### src/rtl/fifo_stim_gen.sv
// rtl/fifo_stim_gen.sv - LFSR-driven stimulus source for the synchronous FIFO write/read ports
module fifo_stim_gen #(
  parameter int          FIFO_WIDTH = 16,
  parameter int          FIFO_DEPTH = 8,
  parameter int          NUM_TXN    = 1000,
  parameter logic [31:0] SEED       = 32'hACE1ACE1
) (
  input  logic                  clk,
  input  logic                  rst,
  input  logic                  start,
  input  logic [7:0]            wr_thresh,
  input  logic [7:0]            rd_thresh,
  input  logic [7:0]            rst_thresh,
  output logic                  fifo_rst_n,
  output logic                  wr_en,
  output logic                  rd_en,
  output logic [FIFO_WIDTH-1:0] data_in,
  output logic                  txn_strobe,
  output logic                  busy,
  output logic                  done
);

  localparam int TW = $clog2(NUM_TXN + 1);
  localparam int DW = $clog2(FIFO_DEPTH + 1);

  typedef enum logic [2:0] {
    S_IDLE,
    S_RESET_DUT,
    S_RUN,
    S_DRAIN,
    S_DONE
  } state_t;

  state_t          state, state_n;
  logic [31:0]     lfsr, lfsr_n;
  logic [TW-1:0]   txn_cnt, txn_cnt_n;
  logic [DW-1:0]   drain_cnt, drain_cnt_n;
  logic            rdut_cnt, rdut_cnt_n;
  logic            apply_vec;

  logic                  fifo_rst_n_n, wr_en_n, rd_en_n, txn_strobe_n, busy_n, done_n;
  logic [FIFO_WIDTH-1:0] data_in_n;

  logic wr_hit, rd_hit, rst_hit;

  function automatic logic [31:0] lfsr_step(input logic [31:0] v);
    return v[0] ? ((v >> 1) ^ 32'h80200003) : (v >> 1);
  endfunction

  assign wr_hit  = (lfsr[7:0]   < wr_thresh)  || (wr_thresh  == 8'hFF);
  assign rd_hit  = (lfsr[15:8]  < rd_thresh)  || (rd_thresh  == 8'hFF);
  assign rst_hit = (lfsr[23:16] < rst_thresh) || (rst_thresh == 8'hFF);

  // Outputs are computed alongside the next state and registered, so the
  // visible outputs always describe the state currently held.
  always_comb begin
    state_n      = state;
    lfsr_n       = lfsr;
    txn_cnt_n    = txn_cnt;
    drain_cnt_n  = drain_cnt;
    rdut_cnt_n   = rdut_cnt;
    apply_vec    = 1'b0;
    fifo_rst_n_n = fifo_rst_n;
    wr_en_n      = 1'b0;
    rd_en_n      = 1'b0;
    data_in_n    = data_in;
    txn_strobe_n = 1'b0;
    busy_n       = busy;
    done_n       = done;

    case (state)
      S_IDLE, S_DONE: begin
        if (start) begin
          state_n      = S_RESET_DUT;
          lfsr_n       = SEED;
          txn_cnt_n    = '0;
          drain_cnt_n  = '0;
          rdut_cnt_n   = 1'b0;
          fifo_rst_n_n = 1'b0;
          busy_n       = 1'b1;
          done_n       = 1'b0;
        end
      end
      S_RESET_DUT: begin
        if (!rdut_cnt) begin
          rdut_cnt_n = 1'b1;
        end else begin
          state_n   = S_RUN;
          apply_vec = 1'b1;
        end
      end
      S_RUN: begin
        if (txn_cnt == TW'(NUM_TXN)) begin
          state_n      = S_DRAIN;
          rd_en_n      = 1'b1;
          fifo_rst_n_n = 1'b1;
          drain_cnt_n  = DW'(1);
        end else begin
          apply_vec = 1'b1;
        end
      end
      S_DRAIN: begin
        if (drain_cnt == DW'(FIFO_DEPTH)) begin
          state_n      = S_DONE;
          fifo_rst_n_n = 1'b1;
          busy_n       = 1'b0;
          done_n       = 1'b1;
        end else begin
          rd_en_n     = 1'b1;
          drain_cnt_n = drain_cnt + DW'(1);
        end
      end
      default: state_n = S_IDLE;
    endcase

    if (apply_vec) begin
      txn_strobe_n = 1'b1;
      wr_en_n      = wr_hit;
      rd_en_n      = rd_hit;
      fifo_rst_n_n = !rst_hit;
      data_in_n    = lfsr[31 -: FIFO_WIDTH];
      lfsr_n       = lfsr_step(lfsr);
      txn_cnt_n    = txn_cnt + TW'(1);
    end
  end

  always_ff @(posedge clk or posedge rst) begin
    if (rst) begin
      state      <= S_IDLE;
      lfsr       <= SEED;
      txn_cnt    <= '0;
      drain_cnt  <= '0;
      rdut_cnt   <= 1'b0;
      fifo_rst_n <= 1'b0;
      wr_en      <= 1'b0;
      rd_en      <= 1'b0;
      data_in    <= '0;
      txn_strobe <= 1'b0;
      busy       <= 1'b0;
      done       <= 1'b0;
    end else begin
      state      <= state_n;
      lfsr       <= lfsr_n;
      txn_cnt    <= txn_cnt_n;
      drain_cnt  <= drain_cnt_n;
      rdut_cnt   <= rdut_cnt_n;
      fifo_rst_n <= fifo_rst_n_n;
      wr_en      <= wr_en_n;
      rd_en      <= rd_en_n;
      data_in    <= data_in_n;
      txn_strobe <= txn_strobe_n;
      busy       <= busy_n;
      done       <= done_n;
    end
  end

endmodule

### config.mk
export PLATFORM = sky130hd
export DESIGN_NAME = fifo_stim_gen
export DESIGN_NICKNAME = d
export VERILOG_FILES = /design/src/rtl/fifo_stim_gen.sv
export SDC_FILE = /design/constraint.sdc
export NUM_CORES = 1
export LEC_CHECK = 0
export ABC_AREA = 1
export BUFFER_PORTS_ARGS = -buffer_cell sky130_fd_sc_hd__buf_4
export CAP_MARGIN = 20
export CORE_UTILIZATION = 54
export CTS_BUF_LIST = sky130_fd_sc_hd__clkbuf_8
export DETAILED_ROUTE_END_ITERATION = 8
export PLACE_DENSITY = 0.78
export SLEW_MARGIN = 20
export SYNTH_ARGS = -nofsm -noshare
export SYNTH_HDL_FRONTEND = slang
export SYNTH_SLANG_ARGS = --single-unit
### constraint.sdc
create_clock -name clk -period 1.7 [get_ports clk]
set_input_delay 0 -clock clk [delete_from_list [all_inputs] [get_ports clk]]
set_output_delay 0 -clock clk [all_outputs]
set_load 0.02 [all_outputs]
==> impl_metrics.csv <==
group,metric,value,unit
floorplanning,rows,30,
sta,whs,0.0247,ns
yosys,ys_ff_latch,72,
critical_path,crit_slowest_cell,"dfrtp_1",
cells_and_area,final_cell_mix,"130 x nand2_1, 62 x buf_4, 59 x inv_1, 55 x dfrtp_1, 28 x nor2_1",
grt,grt_max_degree,35,
route,ant_nets,0,
cells_and_area,layout.cells.non_filler,630,
cts,clkSinkCount,72,
sta,setup_violations,22,
sta,fmax,565,MHz
critical_path,crit_family,"simple AND/OR/NAND/NOR gates",
route,drt-vias-per-instance,5.18,
place,dp_hpwl,5.60,mm
grt,grt_pass1_vias,2867,
cells_and_area,regArea,1820,µm²
route,drcViolationCount,0,
critical_path,cp_num_cells,11,
route,drt_wl_total,8.97,mm
critical_path,worst_setup_path_start_kind,"flip-flop",
critical_path,r2r_slack,-0.07,ns
yosys,ys_warn_count,0,
job,maxCapViolations,0,
grt,antenna_found_initial,0,
grt,grt_pass1_wl,13.2,mm
cells_and_area,n_fill_cell,496,
yosys,synth_cells,458,
place,place_congestion,0.834,
sta,rsz0062_at_grt,"yes",
cts,clockBufferDepth,2,
hold_path,hold_class,"in2reg",
sta,finalCritPeriodShare,1.04,
route,wl_per_cell,14.2,µm
yosys,synth_edf_count,0,
route,first_iter_violations,167,
pwr,vdd_ir_drop_max,0.954,mV
sta,finalClockSkew,0.0171,ns
grt,grtUsageTotal,0.234,
sta,slew_violations,0,
pwr,p_leak,2.57,nW
critical_path,r2r_start,"txn_cnt[1]$_DFFE_PP0P_",
critical_path,end_kind,"flip-flop",
cts,path_clk_slew,0.07,ns
floorplanning,die_h,85.7,µm
cells_and_area,diodes,0,
sta,worst_slew_pin_slew,0.582,ns
cts,clkLatencyLatePin,0.36,ns
critical_path,cp.arrival,2.06,ns
critical_path,crit_type,"reg2reg",
critical_path,r2r_end,"txn_cnt[6]$_DFFE_PP0P_",
critical_path,cp-startpoint,"txn_cnt[1]$_DFFE_PP0P_",
yosys,synth_ff_type,"dfrtp_1",
outcome,status,"finished with violations",
yosys,ys_async_sr_fraction,1.00,
critical_path,required,1.99,ns
sta,hold_viol,0,
floorplanning,num_io_pins,49,
cts,numCtsBuffers,9,
floorplanning,dieArea,7340,µm²
cells_and_area,syn_to_final_growth,27.8,%
critical_path,reg2reg_depth,11,
cells_and_area,final_common_cell,"nand2_1",
critical_path,cpMostUsedCell,"nand2_2",
cts,cts_tree,"done",
pwr,powerDensity,1990,nW/µm²
sta,relSlewSlack,0.611,
yosys,postSynthAreaPerCell,8.26,µm²
critical_path,worstSetupEndpoint,"txn_cnt[6]$_DFFE_PP0P_",
floorplanning,core,6790,µm²
sta,setup_tns,-0.809,ns
cells_and_area,multi_input_area,1800,µm²
floorplanning,start_util,0.557,
sta,fin_crit,1.77,ns
sta,worst_slack,-0.0698,ns
floorplanning,dieWidth,85.7,µm
route,drt_pass1_iterations,4,
route,num_vias,3265,
cts,clock-root-buffer,"clkbuf_8",
yosys,synthesis.nets,510,
cells_and_area,drive_above_1_share,0.298,
cells_and_area,nets,581,
critical_path,path_max_fanout,7,
yosys,syn-cell-area,3780,µm²
outcome,violations,"negative setup slack",
critical_path,max_stage_delay,0.41,ns
grt,gr-total-overflow,0,
critical_path,crit_chain,"inv_2 > ha_4 > nand3_2 > nor2_2 > nand2_2 > nand2_4 > nand2_8 > nor2_4 > clkbuf_16 > nand2_2 > nand2_1",
yosys,yosys.cell_types.count,34,
critical_path,path_buf_inv,2,
place,placedCellCount,601,
place,dp_slack,0.0970,ns
place,port_buffers,48,
cts,h-tree-depth,3,
yosys,yosysSeqAreaShare,0.482,
==> where the power goes <==
| part | switching [mW] | internal, mW | total [mW] |
|---|---|---|---|
| Clock | 0.655 | 0.818 | 1.47 |
| Combinational | 2.80 | 2.07 | 4.87 |
| Sequential | 0.655 | 2.61 | 3.26 |
| Total | 4.11 | 5.50 | 9.61 |
==> layout make-up <==
| cell class | count | share of cell area |
|---|---|---|
| tap | 96 | 0.0249 |
| clock inverter | 7 | 0.0186 |
| clock buffer | 9 | 0.0256 |
| timing repair buffer | 72 | 0.132 |
| sequential | 72 | 0.377 |
| multi-input combinational | 311 | 0.372 |
| inverter | 63 | 0.0497 |
==> tightest hold or removal path, delay by kind of cell <==
family	cells	cell delay [ns]
AOI/OAI and AO/OA	1	0.05
buffers and inverters	2	0.17
and+or+nand+nor	2	0.11
==> timing repair <==
action | in CTS | in global routing
endpoints found under the hold margin | 20 | 0
resized for setup | 0 | 61
hold buffers | 2 | 0
buffers inserted | 0 | 9
endpoints found under the setup margin | 0 | 65
==> worst min path at each step <==
stage                                     end  depth (start not counted)          from  slack (ns)
after floorplan              busy$_DFFE_PP0P_                          1           rst        0.18
after global placement    lfsr[9]$_DFFE_PP0P_                          2           rst         0.1
after detailed placement  lfsr[9]$_DFFE_PP0P_                          2           rst         0.1
after CTS                     wr_en$_DFF_PP0_                          5  wr_thresh[0]        0.02
after global routing          wr_en$_DFF_PP0_                          5  wr_thresh[3]        0.05
final                         wr_en$_DFF_PP0_                          5  wr_thresh[1]        0.02
==> layer usage <==
layer,wire [µm],GRT usage
met3,368,0.0520
met1,3810,0.304
met5,0,0
met4,217,0.0909
met2,4570,0.384
==> kinds of logic after synthesis <==
kind of cell / Yosys count / synth area share
simple gates: 225 / 0.249
buf+inv: 75 / 0.0943
flops: 72 / 0.482
compound gates: 55 / 0.0784
fa+ha+maj: 25 / 0.0827
xor+xnor: 6 / 0.0139
==> metrics by stage <==
stage	total power, mW	instance area, µm²	util
final	9.61	4830	0.711
after CTS	8.56	4510	0.664
after detailed placement	7.04	4280	0.630
after global placement	6.87	4280	0.630
after global routing	10.3	4830	0.711
after floorplan	6.00	3780	-
==> state kept, by name (all words and copies together), names as in the netlist <==
name / flops
lfsr: 32
data_in: 16
txn_cnt: 10
drain_cnt: 4
state: 3
busy: 1
done: 1
fifo_rst_n: 1
rd_en: 1
rdut_cnt: 1
txn_strobe: 1
wr_en: 1
==> Yosys cell counts, types with 2 or more instances <==
cell type	count	area share
nand4_1	4	0.0066
nor2_1	29	0.029
buf_6	5	0.015
inv_2	2	0.0020
nor3_1	13	0.017
dfrtp_1	56	0.37
nor2_2	2	0.0033
ha_1	25	0.083
xnor2_1	2	0.0046
buf_4	2	0.0040
nand3_2	2	0.0053
dfstp_2	16	0.11
nand2_1	157	0.16
xor2_1	4	0.0093
o21a_1	3	0.0060
o21bai_1	2	0.0040
o21ai_1	17	0.023
o21ai_0	15	0.020
a21oi_1	15	0.020
buf_2	2	0.0026
or2_2	2	0.0033
nor4_1	2	0.0033
inv_1	61	0.061
nand3_1	10	0.013
Note: power is estimated with default switching activity, not from simulation.
